===== src/rtl/pi_control_pkg.sv =====
// Shared definitions for the PI controller: FSM encoding, default widths and gains,
// and a small width helper used to size intermediate arithmetic.
package pi_control_pkg;

  localparam int DEFAULT_BITWIDTH_MEAN     = 8;
  localparam int DEFAULT_BITWIDTH_OUTPUT   = 8;
  localparam int DEFAULT_BITWIDTH_INTEGRAL = 12;
  localparam int DEFAULT_KP_SHIFT          = 1;
  localparam int DEFAULT_KI_SHIFT          = 2;

  typedef enum logic [2:0] {
    IDLE      = 3'd0,
    ERROR     = 3'd1,
    INTEGRATE = 3'd2,
    SUM       = 3'd3,
    OUTPUT    = 3'd4
  } state_t;

  function automatic int max_int(input int a, input int b);
    return (a > b) ? a : b;
  endfunction

endpackage


===== src/rtl/pi_control_saturate.sv =====
// Signed clamp: limits a value to [lower, upper] and reports whether it had to.
// The result may be narrower than the input; bounds must fit the result width.
module saturate #(
  parameter int in_width  = 13,
  parameter int out_width = 12
) (
  input  logic signed [in_width-1:0]  value,
  input  logic signed [in_width-1:0]  lower,
  input  logic signed [in_width-1:0]  upper,
  output logic        [out_width-1:0] result,
  output logic                        clamped
);

  always_comb begin
    result  = value[out_width-1:0];
    clamped = 1'b0;
    if (value > upper) begin
      result  = upper[out_width-1:0];
      clamped = 1'b1;
    end else if (value < lower) begin
      result  = lower[out_width-1:0];
      clamped = 1'b1;
    end
  end

endmodule


===== src/rtl/pi_control.sv =====
// Shift-and-add PI controller: one sample walks IDLE -> ERROR -> INTEGRATE -> SUM -> OUTPUT,
// producing a clamped unsigned control value with fixed latency.
module pi_control
  import pi_control_pkg::*;
#(
  parameter int bitwidth_mean     = DEFAULT_BITWIDTH_MEAN,
  parameter int bitwidth_output   = DEFAULT_BITWIDTH_OUTPUT,
  parameter int bitwidth_integral = DEFAULT_BITWIDTH_INTEGRAL,
  parameter int kp_shift          = DEFAULT_KP_SHIFT,
  parameter int ki_shift          = DEFAULT_KI_SHIFT
) (
  input  logic                                clock,
  input  logic                                reset,
  input  logic        [bitwidth_mean-1:0]     mean_value,
  input  logic                                mean_valid,
  input  logic        [bitwidth_mean-1:0]     setpoint,
  input  logic                                enable,
  output logic        [bitwidth_output-1:0]   control_value,
  output logic                                control_valid,
  output logic                                busy,
  output logic                                saturated,
  output state_t                              fsm_state,
  output logic signed [bitwidth_integral-1:0] integral,
  output logic                                integral_clamped
);

  localparam int EW = bitwidth_mean + 1;
  localparam int IW = bitwidth_integral;
  localparam int OW = bitwidth_output;
  localparam int AW = max_int(EW, IW) + 1;
  localparam int SW = max_int(EW + kp_shift, IW) + 1;
  localparam int CW = max_int(SW, OW + 1) + 1;

  localparam logic signed [AW-1:0] INT_MAX = {{(AW-IW+1){1'b0}}, {(IW-1){1'b1}}};
  localparam logic signed [AW-1:0] INT_MIN = {{(AW-IW+1){1'b1}}, {(IW-1){1'b0}}};
  localparam logic signed [CW-1:0] OUT_MAX = {{(CW-OW){1'b0}}, {OW{1'b1}}};
  localparam logic signed [CW-1:0] OUT_MIN = '0;

  state_t state, next_state;

  logic        [bitwidth_mean-1:0] mean_q, setpoint_q;
  logic signed [EW-1:0]            error_q, error_ki;
  logic signed [SW-1:0]            sum_q, error_ext, integral_ext, sum_next;
  logic signed [AW-1:0]            int_next;
  logic signed [CW-1:0]            sum_wide;
  logic        [IW-1:0]            int_sat;
  logic                            int_sat_flag;
  logic        [OW-1:0]            out_sat;
  logic                            out_sat_flag;

  assign fsm_state = state;
  assign busy      = (state != IDLE);

  // Any state falls back to IDLE as soon as enable goes low.
  always_comb begin
    next_state = state;
    if (!enable) begin
      next_state = IDLE;
    end else begin
      case (state)
        IDLE:      if (mean_valid) next_state = ERROR;
        ERROR:     next_state = INTEGRATE;
        INTEGRATE: next_state = SUM;
        SUM:       next_state = OUTPUT;
        OUTPUT:    next_state = IDLE;
        default:   next_state = IDLE;
      endcase
    end
  end

  always_ff @(posedge clock or negedge reset) begin
    if (!reset) state <= IDLE;
    else        state <= next_state;
  end

  assign error_ki = error_q >>> ki_shift;
  assign int_next = {{(AW-EW){error_ki[EW-1]}}, error_ki}
                  + {{(AW-IW){integral[IW-1]}}, integral};

  assign error_ext    = {{(SW-EW){error_q[EW-1]}}, error_q};
  assign integral_ext = {{(SW-IW){integral[IW-1]}}, integral};
  assign sum_next     = (error_ext <<< kp_shift) + integral_ext;
  assign sum_wide     = {{(CW-SW){sum_q[SW-1]}}, sum_q};

  saturate #(.in_width(AW), .out_width(IW)) u_integral_clamp (
    .value   (int_next),
    .lower   (INT_MIN),
    .upper   (INT_MAX),
    .result  (int_sat),
    .clamped (int_sat_flag)
  );

  saturate #(.in_width(CW), .out_width(OW)) u_output_clamp (
    .value   (sum_wide),
    .lower   (OUT_MIN),
    .upper   (OUT_MAX),
    .result  (out_sat),
    .clamped (out_sat_flag)
  );

  // control_value/saturated only move in OUTPUT, so they hold across disable and aborts.
  always_ff @(posedge clock or negedge reset) begin
    if (!reset) begin
      mean_q           <= '0;
      setpoint_q       <= '0;
      error_q          <= '0;
      sum_q            <= '0;
      integral         <= '0;
      integral_clamped <= 1'b0;
      control_value    <= '0;
      saturated        <= 1'b0;
      control_valid    <= 1'b0;
    end else begin
      control_valid <= 1'b0;
      if (!enable) begin
        integral         <= '0;
        integral_clamped <= 1'b0;
      end else begin
        case (state)
          IDLE: begin
            if (mean_valid) begin
              mean_q     <= mean_value;
              setpoint_q <= setpoint;
            end
          end
          ERROR:     error_q <= $signed({1'b0, setpoint_q}) - $signed({1'b0, mean_q});
          INTEGRATE: begin
            integral         <= int_sat;
            integral_clamped <= int_sat_flag;
          end
          SUM:       sum_q <= sum_next;
          OUTPUT: begin
            control_value <= out_sat;
            saturated     <= out_sat_flag;
            control_valid <= 1'b1;
          end
          default: ;
        endcase
      end
    end
  end

endmodule


===== config.mk =====
export PLATFORM = sky130hd
export DESIGN_NAME = pi_control
export DESIGN_NICKNAME = d
export VERILOG_FILES = /design/src/rtl/pi_control_pkg.sv /design/src/rtl/pi_control_saturate.sv /design/src/rtl/pi_control.sv
export SDC_FILE = /design/constraint.sdc
export NUM_CORES = 1
export LEC_CHECK = 0
export ABC_AREA = 1
export BUFFER_PORTS_ARGS = -buffer_cell sky130_fd_sc_hd__buf_2
export CELL_PAD_IN_SITES_DETAIL_PLACEMENT = 0
export CELL_PAD_IN_SITES_GLOBAL_PLACEMENT = 1
export CORE_ASPECT_RATIO = 1.4
export CORE_MARGIN = 2
export CORE_UTILIZATION = 39
export CTS_CLUSTER_SIZE = 10
export DETAILED_ROUTE_END_ITERATION = 8
export PLACE_DENSITY_LB_ADDON = 0.1
export SETUP_SLACK_MARGIN = 0.1
export SYNTH_ARGS = -nofsm -noshare
export SYNTH_HDL_FRONTEND = slang
export SYNTH_SLANG_ARGS = --single-unit

===== constraint.sdc =====
create_clock -name clock -period 1.9 [get_ports clock]
set_input_delay 0.57 -clock clock [delete_from_list [all_inputs] [get_ports clock]]
set_output_delay 0.57 -clock clock [all_outputs]
set_load 0.1 [all_outputs]

==> metrics.md <==
| Metric | Value |
|---|---|
| Status | complete, but fails checks |
| Violated checks | setup timing |
| Cells after DPL | 727 |
| Core Area | 9510 µm² |
| Cell Pwr Density | 1440 nW/µm² |
| RSZ-0062 raised after global routing | true |
| Row count | 42 |
| Antenna-violating nets left | 0 |
| FF+latch area | 1650 µm² |
| Worst setup slack for register-to-register paths | -110 ps |
| Detailed-placement wirelength estimate | 7.59 mm |
| Crit path capture type | flip-flop |
| Die Span Y | 122 µm |
| Final core utilization | 60.8% |
| Cells after Synth | 491 |
| Top delay family on crit path | simple AND/OR/NAND/NOR gates |
| Layout Nets | 675 |
| Root Driver | clkbuf_16 |
| Vias per cell | 4.81 |
| Post-CTS Hold Buffers | 0 |
| Max Clk Rate | 0.498 GHz |
| Clk_skew | 6.26 ps |
| Die area | 10700 µm² |
| Die width | 88.0 µm |
| Number of global-route vias before repair | 3738 |
| Area of the multi-input gates | 2470 µm² |
| Antenna fix cells | 0 |
| Critical path's slowest cell | dfrtp_2 |
| Io pins | 47 |
| Hold Path Class | input port to asynchronous set/reset pin |
| R2r worst-path depth | 12 |
| PortBufs | 46 |
| DRC errors left | 0 |
| Crit path largest cell delay | 450 ps |
| Post-route setup slack | -107 ps |
| Via count | 3664 |
| CP max FO | 11 |
| CTS tree | done |
| Iter 0 DRT Violations | 143 |
| Max-cap violations | 0 |
| Routed Wire Length | 10.5 mm |
| Tmin final | 2010 ps |
| Crit-path cells | buf_4, ha_4, nand2_1, nand2_1, a21oi_2, nand4_1, nand2_4, nor2_4, nor2_4, buf_12, nand2_1, nand2_1 |
| Syn avg cell area | 7.84 µm² |
| CTS sink cnt | 64 |
| Pin count of the biggest net entering global routing | 65 |
| Leak pwr | 2.96 nW |
| Final setup fails | 12 |
| Pins Over Slew Limit | 0 |
| Initial antenna violation count | 0 |
| WL per Instance | 13.9 µm |
| Clk pin slew, worst setup/hold paths | 50 ps |
| Finished Layout Cells | 761 |
| Slew margin rel. | 63.4% |
| CTS Buf Count | 9 |
| TritonRoute pass-1 iters | 4 |
| Fill cells | 903 |
| Syn nets | 542 |
| First-pass GRT wire length | 17.1 mm |
| Maximum VDD drop | 638 µV |
| Post-DP Area | 4930 µm² |
| Synth Register Bits | 64 |
| Mapped cell area | 3850 µm² |
| Final worst path period share | 106% |
| Total global-route track usage | 20.7% |
| Max Root-Sink Buffers | 2 |
| Reg2reg start | error_q[8] |
| Number of synthesized flops with an enable pin | 0 |
| Worst hold margin | 247 ps |
| Worst-margin pin slew | 548 ps |
| Final Wtd Congestion | 0.836 |
| Initial core utilization | 40.5% |
| Setup TNS Final | -1040 ps |
| YS warnings | 0 |
| Buf/Inv on CP | 2 |
| Ys flop type | dfrtp_1 |
| CP most frequent cell | nand2_1 |
| H-tree depth | 3 |
| Post-synth cell types | 33 |
| Hold Vio Cnt, Final | 0 |
| Fin area | 5780 µm² |
| Critical path class | flip-flop to flip-flop |
| Total Power | 8.31 mW |
| Register area share after synthesis | 41.6% |
| Worst-skew pair later-pin latency | 330 ps |
| Reg-to-reg endpoint | integral[7] |
| Total grt overflow | 0 |
| Startpoint Class | flip-flop |
| Worst Path Arrival | 2270 ps |
| Dpl ws | -380 ps |
| Worst EP required | 2160 ps |
| Layout area overhead | 50.1% |
| Post-synth ARST share | 100% |
| Share of post-route cells with drive strength above 1 | 41.3% |
==> worst register-to-register path: stages (launching register included) <==
cell and delay, ps:
dfrtp_2 450, buf_4 160, ha_4 220, nand2_1 80
nand2_1 100, a21oi_2 160, nand4_1 200, nand2_4 170
nor2_4 50, nor2_4 90, buf_12 140, nand2_1 50
nand2_1 60
==> registers in the layout, indices dropped and copies added (netlist names) <==
signal            flops
integral             12
mean_q                8
saturated             1
sum_q                13
control_valid         1
control_value         8
integral_clamped      1
error_q               9
fsm_state             3
setpoint_q            8
==> layout make-up <==
cell class	instances	share of cell area, %
multi-input combinational	359	42.7
sequential	64	28.5
timing repair buffer	130	17.4
clock buffer	13	4.33
inverter	60	3.94
tap	132	2.86
clock inverter	3	0.303
==> cells by family after synthesis <==
kind of cell,count (synthesis),share of synthesized area [%]
simple gates,237,25.9
buf+inv,69,7.21
compound gates,68,9.23
flops,64,41.6
fa+ha+maj,31,10.7
xor+xnor,15,3.41
mux,7,2.05
==> per-layer routing <==
layer | wire (µm) | share of wire (%) | global-route usage [%] | vias to the layer above
met5 | 0 | 0 | 0 | -
met4 | 354 | 3.4 | 9.90 | 0
met3 | 299 | 2.8 | 3.46 | 24
met2 | 5700 | 54 | 36.5 | 63
met1 | 4200 | 40 | 23.9 | 1729
li1 | - | - | - | 1848
==> how the worst max path moves through the flow <==
stage / slack [ps] / to / cells past startpoint / start
finish: -110 / integral[7] / 12 / error_q[8]
global route: -190 / integral[9] / 14 / integral[0]
CTS: -50 / integral[7] / 13 / error_q[2]
detailed placement: -380 / integral[2] / 13 / error_q[2]
global placement: -320 / integral[8] / 13 / integral[0]
floorplan: -110 / integral[7] / 13 / integral[1]
==> timing repair <==
action	in CTS	in global routing
cloned	0	1
pin swaps	19	22
endpoints found under the setup margin	33	25
resized for setup	75	42
buffers inserted	11	7
==> cell usage in the layout, fill, tap and decap left out, drive strengths merged, types with 2 or more instances in the layout <==
cell / n
dfrtp: 64
nand4: 6
clkinv: 3
a21oi: 35
ha: 28
xor2: 9
buf: 130
fa: 3
xnor2: 6
mux2: 7
nor2: 37
nand2: 164
nand3b: 4
or2: 2
inv: 59
o21ai: 27
nand3: 23
clkbuf: 13
==> report_power, final <==
part           internal, mW  switching (mW)  leakage, nW  total (mW)
clock network         0.914           0.573        0.130        1.49
logic                  1.98            2.78         2.04        4.75
registers              1.79           0.285        0.786        2.07
==> synthesized netlist by cell type, types with 6 or more instances <==
cell type | number | area share, %
dfrtp_1 | 64 | 42
o21ai_0 | 27 | 3.5
nand4_1 | 6 | 0.97
xor2_1 | 9 | 2.0
mux2_2 | 7 | 2.0
nand3_1 | 19 | 2.5
nand2_1 | 161 | 16
xnor2_1 | 6 | 1.4
ha_1 | 28 | 9.1
a21oi_1 | 35 | 4.5
nor2_1 | 34 | 3.3
inv_1 | 57 | 5.6
Power figures use the tool's default switching activity.
